$ cat src/rtl/tdm_receive_framed.sv
// tdm_receive_framed: TDM serial-audio deserialiser with frame-sync lock and error tracking.
// Ports:
//   clk_in, rst_n_in        system clock, async active-low reset
//   sck_in, ws_in, sd_in    async serial bus (bit clock, frame sync, data)
//   audio_out               last complete frame, audio_out[k] = slot k word
//   audio_valid_out         1-cycle pulse when audio_out updates
//   locked_out              high while frame sync is tracked
//   frame_err_out           1-cycle pulse on an early or missing ws rise
//   err_count_out           saturating error count, present only with TDM_RX_ERR_COUNT_EN defined
module tdm_receive_framed #(
  parameter int BIT_WIDTH  = 24,
  parameter int SLOT_WIDTH = 32,
  parameter int SLOTS      = 4,
  parameter int DATA_DELAY = 1
) (
  input  logic                                clk_in,
  input  logic                                rst_n_in,
  input  logic                                sck_in,
  input  logic                                ws_in,
  input  logic                                sd_in,
  output logic [SLOTS-1:0][BIT_WIDTH-1:0]     audio_out,
  output logic                                audio_valid_out,
  output logic                                locked_out,
  output logic                                frame_err_out
`ifdef TDM_RX_ERR_COUNT_EN
  ,
  output logic [15:0]                         err_count_out
`endif
);
  localparam int PW = $clog2(SLOT_WIDTH + 1);
  localparam int SW = SLOTS > 1 ? $clog2(SLOTS) : 1;
  typedef enum logic [1:0] {IDLE, ARM, RUN} state_t;
  state_t state, state_nxt;
  logic [2:0] sck_q;
  logic [1:0] ws_q, sd_q;
  logic ws_last;
  logic [PW-1:0] pos;
  logic [SW-1:0] slot;
  logic [SLOTS-1:0][BIT_WIDTH-1:0] shadow, sh_nxt;
  logic sck_rise, ws_rise, first, last_pos, last, expd;
  logic start, adv, clr, pub, err, lock_set, lock_clr;
  assign sck_rise = sck_q[1] & ~sck_q[2];
  assign ws_rise  = sck_rise & ws_q[1] & ~ws_last;
  assign first    = pos == '0 && slot == '0;
  assign last_pos = pos == PW'(SLOT_WIDTH - 1);
  assign last     = last_pos && slot == SW'(SLOTS - 1);
  // the point where the next frame's ws rise belongs: on the final bit when
  // the MSB is delayed by one sck, otherwise on the wrapped bit 0
  assign expd     = DATA_DELAY != 0 ? last : first;
  always_ff @(posedge clk_in or negedge rst_n_in)
    if (!rst_n_in) state <= IDLE;
    else state <= state_nxt;
  // start: this rise is bit 0 of a fresh frame; adv: ordinary bit in RUN
  always_comb begin
    state_nxt = state;
    start = 1'b0;
    adv = 1'b0;
    clr = 1'b0;
    pub = 1'b0;
    err = 1'b0;
    lock_set = 1'b0;
    lock_clr = 1'b0;
    if (sck_rise)
      case (state)
        IDLE: if (ws_rise) begin
          state_nxt = DATA_DELAY != 0 ? ARM : RUN;
          start = DATA_DELAY == 0;
        end
        ARM: begin
          state_nxt = RUN;
          start = 1'b1;
        end
        default:
          if (ws_rise && !expd) begin
            err = 1'b1;
            lock_clr = 1'b1;
            clr = 1'b1;
            state_nxt = DATA_DELAY != 0 ? ARM : RUN;
            start = DATA_DELAY == 0;
          end else if (!ws_rise && expd) begin
            // delayed mode still owns a completed frame here; undelayed mode
            // published it on the previous rise and only drops back to IDLE
            err = 1'b1;
            lock_clr = 1'b1;
            state_nxt = IDLE;
            adv = DATA_DELAY != 0;
            pub = DATA_DELAY != 0;
            clr = DATA_DELAY == 0;
          end else begin
            adv = 1'b1;
            pub = last;
            lock_set = last;
          end
      endcase
  end
  always_comb begin
    sh_nxt = clr ? '0 : shadow;
    if (start) sh_nxt[0] = BIT_WIDTH'(sd_q[1]);
    else if (adv && pos < PW'(BIT_WIDTH)) sh_nxt[slot] = {shadow[slot][BIT_WIDTH-2:0], sd_q[1]};
  end
  always_ff @(posedge clk_in or negedge rst_n_in)
    if (!rst_n_in) begin
      sck_q <= '0;
      ws_q <= '0;
      sd_q <= '0;
      ws_last <= 1'b0;
      pos <= '0;
      slot <= '0;
      shadow <= '0;
      audio_out <= '0;
      audio_valid_out <= 1'b0;
      locked_out <= 1'b0;
      frame_err_out <= 1'b0;
    end else begin
      sck_q <= {sck_q[1:0], sck_in};
      ws_q <= {ws_q[0], ws_in};
      sd_q <= {sd_q[0], sd_in};
      if (sck_rise) ws_last <= ws_q[1];
      shadow <= sh_nxt;
      if (start) begin
        pos <= PW'(1);
        slot <= '0;
      end else if (adv) begin
        pos <= last_pos ? '0 : pos + 1'b1;
        slot <= last_pos ? (slot == SW'(SLOTS - 1) ? '0 : slot + 1'b1) : slot;
      end
      if (pub) audio_out <= sh_nxt;
      audio_valid_out <= pub;
      frame_err_out <= err;
      locked_out <= lock_clr ? 1'b0 : (lock_set | locked_out);
    end
`ifdef TDM_RX_ERR_COUNT_EN
  always_ff @(posedge clk_in or negedge rst_n_in)
    if (!rst_n_in) err_count_out <= '0;
    else if (err && err_count_out != 16'hFFFF) err_count_out <= err_count_out + 1'b1;
`endif
endmodule
$ cat config.mk
export PLATFORM = sky130hd
export DESIGN_NAME = tdm_receive_framed
export DESIGN_NICKNAME = d
export VERILOG_FILES = /design/src/rtl/tdm_receive_framed.sv
export SDC_FILE = /design/constraint.sdc
export NUM_CORES = 1
export LEC_CHECK = 0
export BUFFER_PORTS_ARGS = -buffer_cell sky130_fd_sc_hd__buf_4
export CORE_ASPECT_RATIO = 0.75
export CORE_MARGIN = 2
export CORE_UTILIZATION = 36
export CTS_CLUSTER_DIAMETER = 200
export DETAILED_ROUTE_END_ITERATION = 10
export HOLD_SLACK_MARGIN = 0.06
export PLACE_DENSITY = 0.65
export SLEW_MARGIN = 20
export SYNTH_ARGS = -nofsm -noshare
export SYNTH_HDL_FRONTEND = slang
export SYNTH_SLANG_ARGS = --single-unit
$ cat constraint.sdc
create_clock -name clk_in -period 5.2 [get_ports clk_in]
set_input_delay 1.04 -clock clk_in [delete_from_list [all_inputs] [get_ports clk_in]]
set_output_delay 1.04 -clock clk_in [all_outputs]
set_load 0.005 [all_outputs]
==> impl_metrics.tcl <==
set metrics [dict create \
    dp_hpwl_um 13400 \
    cp.arrival_ns 3.89 \
    synth_warnings 0 \
    synth_seq_cells 213 \
    layout_min_cycle_time_ns 3.51 \
    dieArea_sq_um 28000 \
    p_comb_share_pct 5.5 \
    max_stage_delay_ns 0.63 \
    hold_buffers 0 \
    min_path_type "register to register" \
    grt_pass1_vias 5954 \
    insertedDiodeCount 0 \
    grt_pass1_wl_um 34000 \
    gp_congestion 0.727 \
    top_usage_layer "met1" \
    ff2ff_setup_slack_ns 1.69 \
    synth_top_family_by_area "multiplexers" \
    fmax_mhz 285 \
    synth_nets 755 \
    area_delta_synth_final_pct 18.9 \
    synth_ff_type "dfrtp_1" \
    setup.worst_path.start_class "register" \
    crit_required_ns 5.58 \
    synth_cell_types 43 \
    reg2reg_depth 10 \
    slew_headroom_pct 27.8 \
    grtUsageMet3_pct 2.31 \
    synthesis.area_sq_um 9600 \
    rsz0062_at_grt "no" \
    setup_viol 0 \
    io_pins 104 \
    fp-row-count 51 \
    ctsLongestPathBuffers 3 \
    place_inst 1154 \
    use_met2_pct 22.2 \
    cts_setup_buffers 0 \
    path_common_cell "ha_1" \
    final_common_cell "dfrtp_1" \
    ant_nets 0 \
    cts_resized 0 \
    cp_top_family "simple AND/OR/NAND/NOR gates" \
    final_nets 848 \
    syn_inst 742 \
    seq_power_share_pct 47.8 \
    worst_setup_path_end_kind "register" \
    critPathSlowestCell "nand4b_2" \
    leakage_nw 5.98 \
    cp_max_fo 13 \
    fp.dieH_um 145 \
    synth_fa_ha_area_share_pct 1.04 \
    drt_iter0_drc 279 \
    drive_gt1_share_pct 30.1 \
    insertion_delay_ns 0.50 \
    remaining_drc_errors 0 \
    avgSynthCellArea_sq_um 12.9 \
    cts.sinks 213 \
    vias 5838 \
    htree_levels 1 \
    ir_worst_vdd_v 0.000233 \
    io_buffers 103 \
    clockRootBuffer "clkbuf_16" \
    whs_ns 0.348 \
    min_period_over_period_pct 67.6 \
    maxSlewViolCount 0 \
    timing.final.ws_setup_ns 1.69 \
    crit_path_cell_trace "ha_1, nand3_2, nor2_2, nand2_1, ha_1, and4bb_1, nand4b_2, buf_4, mux2i_1, mux2_2" \
    grt.met1_usage_pct 23.9 \
    grt-ovfl-total 0 \
    synthSimpleGateAreaFrac_pct 5.28 \
    antenna_found_initial 0 \
    synth_compound_area_share_pct 3.98 \
    path_clk_slew_ns 0.07 \
    cts_tree "done" \
    synth-edff-count 0 \
    clkPwrFrac_pct 46.7 \
    grt_max_degree 127 \
    synth_xor_area_share_pct 0 \
    numCtsBuffers 22 \
    tightest_slew_ns 1.08 \
    synth-async-reset-ratio_pct 100 \
    die_x_um 193 \
    grtUsageTotal_pct 15.2 \
    finalWirelength_um 21200 \
    cap_violations 0 \
    hold_depth 0 \
    p_sw_uw 815 \
    p_sw_share_pct 22.4 \
    wl_per_cell_um 17.7 \
    finalNonFillerCells 1194 \
    drt-pass1-iter-count 4 \
    cp_num_buf_inv 1 \
    p_int_mw 2.82 \
    pre_cts_slack_ns 1.68 \
    start_util_pct 36.8 \
    skew_ns 0.0123 \
    path_class "register to register" \
    hold_viol 0 \
    power_density_nw_per_um2 318 \
    final_cell_mix "dfrtp_1 (211), mux2i_1 (165), buf_4 (114), mux2_2 (91), nand2_1 (79)" \
    status "finished, final reports clean" \
    ys_seq_area_share_pct 55.5 \
    finalSetupTns_ns 0 \
    muxShareOfSynthArea_pct 28.5 \
    vias_per_cell 4.89 \
    worstSetupPathDepth 10 \
    core_region_area_sq_um 26100 \
]
[power groups by stage]
stage | clock network, mW | registers (mW) | logic [mW]
after floorplan | 0 | 1.75 | 0.139
after global placement | 0 | 1.76 | 0.197
after detailed placement | 0 | 1.76 | 0.201
after CTS | 1.75 | 1.73 | 0.202
after global routing | 1.81 | 1.74 | 0.227
final | 1.70 | 1.73 | 0.199
[flip-flops by register name (all words and copies together), names as in the netlist, 2 cells and up]
name / flops
shadow: 96
sck_q: 3
state: 2
slot: 2
pos: 6
audio_out: 96
ws_q: 2
sd_q: 2
[cells in the mapped netlist, drive strengths merged (4+ instances only)]
cell | n | area, sq um
dfrtp | 213 | 5330
mux2i | 165 | 1650
mux2 | 96 | 1080
nand2 | 79 | 297
inv | 56 | 210
buf | 37 | 293
a32oi | 23 | 201
clkbuf | 11 | 41.3
o21ai | 9 | 56.3
ha | 8 | 100
nor2 | 5 | 21.3
a21oi | 4 | 20.0
nand2b | 4 | 25.0
nand4b | 4 | 53.8
or3 | 4 | 25.0
[per-layer routing]
metal / wire length (um) / vias to the layer above
li1: - / 2759
met1: 10500 / 2932
met2: 9330 / 120
met3: 945 / 27
met4: 374 / 0
met5: 0 / -
[cells by family (layout without fill, tap and decap cells)]
| family | after synthesis | after routing |
|---|---|---|
| fa+ha+maj | 8 | 8 |
| mux | 261 | 261 |
| compound gates | 49 | 49 |
| simple gates | 107 | 107 |
| buf+inv | 104 | 212 |
| flops | 213 | 213 |
[stage by stage]
stage                     instance area, sq um  power [mW]  util [%]
after floorplan                           9600        1.89         -
after global placement                   10600        1.96      40.6
after detailed placement                 10600        1.96      40.6
after CTS                                11400        3.68      43.6
after global routing                     11400        3.78      43.7
final                                    11400        3.63      43.7
[path summary, 6_finish.rpt]
kind | start | end
worst min register to register | sd_q[0] | sd_q[1]
worst max-delay path | pos[0] | audio_out[64]
min in group asynchronous | rst_n_in | audio_out[91]
max in group asynchronous | rst_n_in | shadow[38]
worst min-delay path | sd_q[0] | sd_q[1]
worst max register to register | pos[0] | audio_out[64]
[cell type report]
cell class                      instances  area [sq um]
Timing Repair Buffer                  117           918
Inverter                               56           210
Multi-Input combinational cell        425          3730
Fill cell                            2456         14700
Clock buffer                           27           621
Clock inverter                         12           166
Sequential cell                       213          5330
Tap cell                              344           430
(Power assumes the default switching activity.)
